### src/rtl/tlb_flush_seq_pkg.sv
// tlb_flush_seq_pkg: configuration struct, FSM state and flush-kind encodings for tlb_flush_seq
package tlb_flush_seq_pkg;
  typedef struct packed {
    int XLEN;
    int ASID_BITS;
    int VMID_BITS;
    bit H_SUPPORTED;
    bit VIRTMEM_SUPPORTED;
  } cvw_t;
  localparam cvw_t CVW_DEFAULT = '{XLEN: 64, ASID_BITS: 9, VMID_BITS: 14, H_SUPPORTED: 1'b1, VIRTMEM_SUPPORTED: 1'b1};
  typedef enum logic [1:0] {IDLE, REQ, DONE} flushState_t;
  localparam logic [1:0] FLUSH_SFENCE = 2'b00;
  localparam logic [1:0] FLUSH_HVVMA = 2'b01;
  localparam logic [1:0] FLUSH_HGVMA = 2'b10;
  function automatic logic [15:0] idMask(input int bits);
    return 16'((32'd1 << bits) - 32'd1);
  endfunction
endpackage

### src/rtl/tlb_flush_seq_if.sv
// tlb_flush_seq_if: fence strobes from the M stage plus the ITLB/DTLB flush handshake
interface tlb_flush_seq_if #(parameter int XLEN = 64);
  logic sfencevmaM, hfencevvmaM, hfencegvmaM, FlushM;
  logic [XLEN-1:0] FenceVAdrM, FlushVAdr;
  logic [15:0] FenceIdM, FlushId;
  logic Rs1NonZeroM, Rs2NonZeroM;
  logic ITLBFlushAck, DTLBFlushAck, ITLBFlushReq, DTLBFlushReq;
  logic [1:0] FlushKind;
  logic FlushMatchVA, FlushMatchId, FenceStallM, FenceDoneM;
  modport master(
    input sfencevmaM, hfencevvmaM, hfencegvmaM, FlushM, FenceVAdrM, FenceIdM, Rs1NonZeroM, Rs2NonZeroM, ITLBFlushAck, DTLBFlushAck,
    output ITLBFlushReq, DTLBFlushReq, FlushVAdr, FlushId, FlushKind, FlushMatchVA, FlushMatchId, FenceStallM, FenceDoneM
  );
  modport slave(
    output sfencevmaM, hfencevvmaM, hfencegvmaM, FlushM, FenceVAdrM, FenceIdM, Rs1NonZeroM, Rs2NonZeroM, ITLBFlushAck, DTLBFlushAck,
    input ITLBFlushReq, DTLBFlushReq, FlushVAdr, FlushId, FlushKind, FlushMatchVA, FlushMatchId, FenceStallM, FenceDoneM
  );
endinterface

### src/rtl/tlb_flush_seq_chan.sv
// tlb_flush_chan: one TLB's level-held flush request and its completion flag
module tlb_flush_chan (
  input  logic clk,
  input  logic reset,
  input  logic start,
  input  logic en,
  input  logic ack,
  output logic req,
  output logic done
);
  logic acked;
  // done counts the ack being sampled this edge so the sequencer can advance without a bubble
  assign done = acked | (req & ack);
  // raise req while enabled and not yet acked; an ack with req low is ignored
  always_ff @(posedge clk)
    if (!reset) begin
      req <= 1'b0;
      acked <= 1'b0;
    end else if (start) begin
      req <= en;
      acked <= 1'b0;
    end else if (req & ack) begin
      req <= 1'b0;
      acked <= 1'b1;
    end else if (en & ~acked) req <= 1'b1;
endmodule

### src/rtl/tlb_flush_seq.sv
// tlb_flush_seq: sequences ITLB/DTLB flushes for sfence.vma/hfence.*; define TLBFLUSH_SERIAL_EN to flush ITLB then DTLB
module tlb_flush_seq import tlb_flush_seq_pkg::*; #(parameter cvw_t P = CVW_DEFAULT) (
  input logic clk,
  input logic reset,
  tlb_flush_seq_if.master bus
);
  flushState_t state;
  logic gvma, vvma, accept, inReq, iEn, dEn, iReq, dReq, iDone, dDone, doneQ, matchVaQ, matchIdQ;
  logic [1:0] kind, kindQ;
  logic [P.XLEN-1:0] vAdrQ;
  logic [15:0] idQ;
  assign gvma = bus.hfencegvmaM & P.H_SUPPORTED;
  assign vvma = bus.hfencevvmaM & P.H_SUPPORTED;
  assign accept = (state == IDLE) & P.VIRTMEM_SUPPORTED & (bus.sfencevmaM | vvma | gvma) & ~bus.FlushM;
  assign kind = gvma ? FLUSH_HGVMA : vvma ? FLUSH_HVVMA : FLUSH_SFENCE;
  assign inReq = state == REQ;
  assign iEn = accept | inReq;
`ifdef TLBFLUSH_SERIAL_EN
  assign dEn = inReq & iDone;
`else
  assign dEn = iEn;
`endif
  tlb_flush_chan uItlb (.clk(clk), .reset(reset), .start(accept), .en(iEn), .ack(bus.ITLBFlushAck), .req(iReq), .done(iDone));
  tlb_flush_chan uDtlb (.clk(clk), .reset(reset), .start(accept), .en(dEn), .ack(bus.DTLBFlushAck), .req(dReq), .done(dDone));
  // accept and latch operands in IDLE, wait for both TLBs in REQ, pulse completion in DONE
  always_ff @(posedge clk)
    if (!reset) begin
      state <= IDLE;
      doneQ <= 1'b0;
      vAdrQ <= '0;
      idQ <= '0;
      kindQ <= FLUSH_SFENCE;
      matchVaQ <= 1'b0;
      matchIdQ <= 1'b0;
    end else begin
      doneQ <= inReq & iDone & dDone;
      if (accept) begin
        state <= REQ;
        vAdrQ <= bus.FenceVAdrM;
        idQ <= bus.FenceIdM & idMask(kind == FLUSH_HGVMA ? P.VMID_BITS : P.ASID_BITS);
        kindQ <= kind;
        matchVaQ <= bus.Rs1NonZeroM;
        matchIdQ <= bus.Rs2NonZeroM;
      end else if (inReq & iDone & dDone) state <= DONE;
      else if (state == DONE) state <= IDLE;
    end
  assign bus.ITLBFlushReq = iReq;
  assign bus.DTLBFlushReq = dReq;
  assign bus.FlushVAdr = vAdrQ;
  assign bus.FlushId = idQ;
  assign bus.FlushKind = kindQ;
  assign bus.FlushMatchVA = matchVaQ;
  assign bus.FlushMatchId = matchIdQ;
  assign bus.FenceStallM = accept | inReq;
  assign bus.FenceDoneM = doneQ;
endmodule
### src/flat_wrapper.sv
// flat-port wrapper written by rule: the top's interface ports become plain ports
module tlb_flush_seq_flat import tlb_flush_seq_pkg::*;
#(parameter cvw_t P = CVW_DEFAULT)
  (clk, reset, bus_sfencevmaM, bus_hfencevvmaM, bus_hfencegvmaM, bus_FlushM, bus_FenceVAdrM, bus_FenceIdM, bus_Rs1NonZeroM, bus_Rs2NonZeroM, bus_ITLBFlushAck, bus_DTLBFlushAck, bus_ITLBFlushReq, bus_DTLBFlushReq, bus_FlushVAdr, bus_FlushId, bus_FlushKind, bus_FlushMatchVA, bus_FlushMatchId, bus_FenceStallM, bus_FenceDoneM);
  tlb_flush_seq_if bus_i ();
  input logic clk;
  input logic reset;
  input wire logic [$bits(bus_i.sfencevmaM)-1:0] bus_sfencevmaM;
  input wire logic [$bits(bus_i.hfencevvmaM)-1:0] bus_hfencevvmaM;
  input wire logic [$bits(bus_i.hfencegvmaM)-1:0] bus_hfencegvmaM;
  input wire logic [$bits(bus_i.FlushM)-1:0] bus_FlushM;
  input wire logic [$bits(bus_i.FenceVAdrM)-1:0] bus_FenceVAdrM;
  input wire logic [$bits(bus_i.FenceIdM)-1:0] bus_FenceIdM;
  input wire logic [$bits(bus_i.Rs1NonZeroM)-1:0] bus_Rs1NonZeroM;
  input wire logic [$bits(bus_i.Rs2NonZeroM)-1:0] bus_Rs2NonZeroM;
  input wire logic [$bits(bus_i.ITLBFlushAck)-1:0] bus_ITLBFlushAck;
  input wire logic [$bits(bus_i.DTLBFlushAck)-1:0] bus_DTLBFlushAck;
  output wire logic [$bits(bus_i.ITLBFlushReq)-1:0] bus_ITLBFlushReq;
  output wire logic [$bits(bus_i.DTLBFlushReq)-1:0] bus_DTLBFlushReq;
  output wire logic [$bits(bus_i.FlushVAdr)-1:0] bus_FlushVAdr;
  output wire logic [$bits(bus_i.FlushId)-1:0] bus_FlushId;
  output wire logic [$bits(bus_i.FlushKind)-1:0] bus_FlushKind;
  output wire logic [$bits(bus_i.FlushMatchVA)-1:0] bus_FlushMatchVA;
  output wire logic [$bits(bus_i.FlushMatchId)-1:0] bus_FlushMatchId;
  output wire logic [$bits(bus_i.FenceStallM)-1:0] bus_FenceStallM;
  output wire logic [$bits(bus_i.FenceDoneM)-1:0] bus_FenceDoneM;
  assign bus_i.sfencevmaM = bus_sfencevmaM;
  assign bus_i.hfencevvmaM = bus_hfencevvmaM;
  assign bus_i.hfencegvmaM = bus_hfencegvmaM;
  assign bus_i.FlushM = bus_FlushM;
  assign bus_i.FenceVAdrM = bus_FenceVAdrM;
  assign bus_i.FenceIdM = bus_FenceIdM;
  assign bus_i.Rs1NonZeroM = bus_Rs1NonZeroM;
  assign bus_i.Rs2NonZeroM = bus_Rs2NonZeroM;
  assign bus_i.ITLBFlushAck = bus_ITLBFlushAck;
  assign bus_i.DTLBFlushAck = bus_DTLBFlushAck;
  assign bus_ITLBFlushReq = bus_i.ITLBFlushReq;
  assign bus_DTLBFlushReq = bus_i.DTLBFlushReq;
  assign bus_FlushVAdr = bus_i.FlushVAdr;
  assign bus_FlushId = bus_i.FlushId;
  assign bus_FlushKind = bus_i.FlushKind;
  assign bus_FlushMatchVA = bus_i.FlushMatchVA;
  assign bus_FlushMatchId = bus_i.FlushMatchId;
  assign bus_FenceStallM = bus_i.FenceStallM;
  assign bus_FenceDoneM = bus_i.FenceDoneM;
  tlb_flush_seq #(.P(P)) u_core (.clk(clk), .reset(reset), .bus(bus_i));
endmodule
### config.mk
export PLATFORM = sky130hd
export DESIGN_NAME = tlb_flush_seq_flat
export DESIGN_NICKNAME = d
export VERILOG_FILES = /design/src/rtl/tlb_flush_seq_pkg.sv /design/src/rtl/tlb_flush_seq_if.sv /design/src/rtl/tlb_flush_seq_chan.sv /design/src/rtl/tlb_flush_seq.sv /design/src/flat_wrapper.sv
export SDC_FILE = /design/constraint.sdc
export NUM_CORES = 1
export LEC_CHECK = 0
export BUFFER_PORTS_ARGS = -buffer_cell sky130_fd_sc_hd__buf_2
export CAP_MARGIN = 20
export CORE_MARGIN = 2
export CORE_UTILIZATION = 49
export CTS_CLUSTER_DIAMETER = 200
export DETAILED_ROUTE_END_ITERATION = 10
export PLACE_DENSITY = 0.84
export SLEW_MARGIN = 20
export SYNTH_ARGS = -nofsm -noshare
export SYNTH_HDL_FRONTEND = slang
export SYNTH_SLANG_ARGS = --single-unit
### constraint.sdc
create_clock -name clk -period 5 [get_ports clk]
set_clock_uncertainty 0.2 [all_clocks]
set_input_delay 1.5 -clock clk [delete_from_list [all_inputs] [get_ports clk]]
set_output_delay 1.5 -clock clk [all_outputs]
set_load 0.005 [all_outputs]
==> metrics <==
GR Overflow Total=0; vias per cell=4.796; Synth Cell Area=3505 µm²; flops & latches, synth=89; CTS Buf Count=9; most common cell after layout, fill and taps aside=buf_2; crit-path max FO=10; max-cap viol count=0; Hold Crit Start=u_core.bus.FlushVAdr[57]; syn_area_per_cell=9.247 µm²; WHS Endpoint=u_core.bus.FlushVAdr[57]; # IOs=between 150 and 200; Synth area leader=dfxtp_1; relative slew slack=0.4811; Crit. End Element=output pin; share of layout cells above drive strength 1=0.3561; largest net degree at the start of global routing=73; Clock Sinks=89; CTS tree=built; GRT Overall Usage=0.1941; post-synthesis sequential area ratio=0.5084; Cell Int Power=roughly 1.1 mW; WP data required=3.30 ns; type of the worst setup path=in -> out; worst r2r src=u_core.state[1]; PwrDens=approximately 330 nW/µm²; # fillers=~550; routed via count=between 3000 and 4000; Max Transition Viols Final=0; Iter 0 DRT Violations=86; routed len/inst=around 12 µm; cell count after synthesis=around 380; PortBufs=between 150 and 200; Layout area overhead=30.17%; # diodes=0; Setup TNS=0 ns; row count=30; Tcrit/Tclk final=0.8576; total net switching power=0.3693 mW; Die Width=between 80 and 90 µm; Synth area leaders=dfxtp_1 (51%), mux2i_1 (21%), nand2_1 (16%); leakage=2.306 nW; post-synth top area share=0.5084; Distinct cells, synth=28; HPWL after detailed placement=5771 µm; number of setup buffers added after CTS=0; CTS root buf=clkbuf_8; vias in the first global route=2900; Final Critical Period=4.288 ns; core box area=about 6900 µm²; Placer Congestion=0.7205; status=completed; Worst-Skew Late Latency=between 0.3 and 0.4 ns; Nets=about 630; Initial Util=0.5102; # DRC=0; Worst Path Arrival=2.59 ns; Sequential Power Share=0.518; Worst-Margin Slew=between 0.7 and 0.8 ns; switch share=0.2438; first-pass GRT wire length=12070 µm; worst r2r dst=u_core.bus.FlushId[4]; clk buf depth=2; RSZ-0062 raised after global routing=false; Tot Pwr=1.514 mW; final hold violations=0; full die area=roughly 8000 µm²; type of the worst min-delay path=reg -> reg; Total Wirelength=~7800 µm; worst r2r path cells=4; Max VDD drop=~190 µV; TritonRoute pass-1 iters=4; final-report setup violation count=0; Startpoint Class=primary input; R2R Setup Slk=about 2.9 ns; depth of the worst hold-timing path=2; post-CTS sizing=0; Fmax=0.2332 GHz; Die Y=a little under 90 µm; share of power burned in combinational logic=0.147; hold_buf cts=0; htree depth=3; warning count from the yosys run=0; Antenna Nets Post-Route=0; Clk network pwr share=0.335; antenna violations before repair=0; clk slew on worst S/H paths=roughly 0.08 ns; most frequent cells in the layout=buf_2 (172), nand2_1 (151), dfxtp_1 (89)
## through the flow
stage                     area, µm²  setup WS (ns)  hold WS (ns)  cells    util
final                          4562         0.7120        0.2538    638  0.6641
after global placement         4364         0.7320        0.2387    624  0.6353
after floorplan                3508         0.9723        0.2511    380       -
after CTS                      4562         0.7091        0.2579    638  0.6641
after detailed placement       4364         0.7079        0.2436    624  0.6353
after global routing           4562         0.5942        0.2674    638  0.6641
## cell families (layout without fill, tap and decap cells)
group	after synthesis	in the layout	synth area share
AO/OA/AOI/OAI	16	16	0.03392
buffers and inverters	32	194	0.04962
flip-flops	89	89	0.5084
multiplexers	75	75	0.2142
other	1	2	0.001070
AND/OR/NAND/NOR	166	166	0.1928
## state kept, by name, indices dropped and copies added (netlist names)
signal,cells
u_core.bus.FenceDoneM,1
u_core.bus.FlushId,14
u_core.bus.FlushKind,2
u_core.bus.FlushMatchId,1
u_core.bus.FlushMatchVA,1
u_core.bus.FlushVAdr,64
u_core.state,2
u_core.uDtlb.acked,1
u_core.uDtlb.req,1
u_core.uItlb.acked,1
u_core.uItlb.req,1
## Yosys cell counts
library cell and instances:
buf_6 4, nor3_2 1, or3_4 1, nor2b_1 1, o21ai_0 1, conb_1 1, a31oi_1 2, buf_2 1
nand2b_1 2, buf_4 6, or4_1 2, nand2_1 151, mux2i_1 75, o211a_1 1, buf_1 2, o21ai_1 1
a31o_1 1, o31ai_1 1, nor2_4 1, nor2_1 1, inv_1 3, a21oi_1 4, a32o_1 5, or2_1 1
nor3_1 3, clkbuf_1 16, dfxtp_1 89, nor4b_1 2
## power groups by stage
| stage | Sequential (mW) | Combinational, mW | Clock [mW] |
|---|---|---|---|
| final | 0.784 | 0.223 | 0.507 |
| after global routing | 0.790 | 0.247 | 0.545 |
| after CTS | 0.784 | 0.226 | 0.523 |
| after detailed placement | 0.800 | 0.226 | 0 |
| after global placement | 0.797 | 0.219 | 0 |
| after floorplan | 0.804 | 0.127 | 0 |
## critical path, stage by stage
cell	delay [ns]
buf_2	0.10
nor3_1	0.37
or2_1	0.36
o21ai_1	0.11
buf_2	0.14
## layout make-up
type,instances,area (µm²),area share
Clock buffer,10,127.6,0.02798
Clock inverter,4,70.07,0.01536
Inverter,3,11.26,0.002468
Multi-Input combinational cell,259,1553,0.3404
Sequential cell,89,1782,0.3906
Tap cell,96,120.1,0.02633
Timing Repair Buffer,177,898.4,0.1969
## routing by layer
layer  up-vias  wire length, µm  global-route usage
met5         -                0                   0
met4         0              104             0.08402
met3        10              726             0.06343
met2       119             3682              0.3534
met1      1383             3311              0.2040
li1       1548                -                   -
## worst max-delay path by stage
| stage | depth (start not counted) | to | slack (ns) | start |
|---|---|---|---|---|
| floorplan | 4 | bus_FenceStallM | 0.97 | bus_FlushM |
| global placement | 5 | bus_FenceStallM | 0.73 | bus_FlushM |
| detailed placement | 5 | bus_FenceStallM | 0.71 | bus_hfencegvmaM |
| CTS | 5 | bus_FenceStallM | 0.71 | bus_hfencegvmaM |
| global route | 5 | bus_FenceStallM | 0.59 | bus_hfencegvmaM |
| finish | 5 | bus_FenceStallM | 0.71 | bus_hfencegvmaM |
Power figures use the tool's default switching activity.
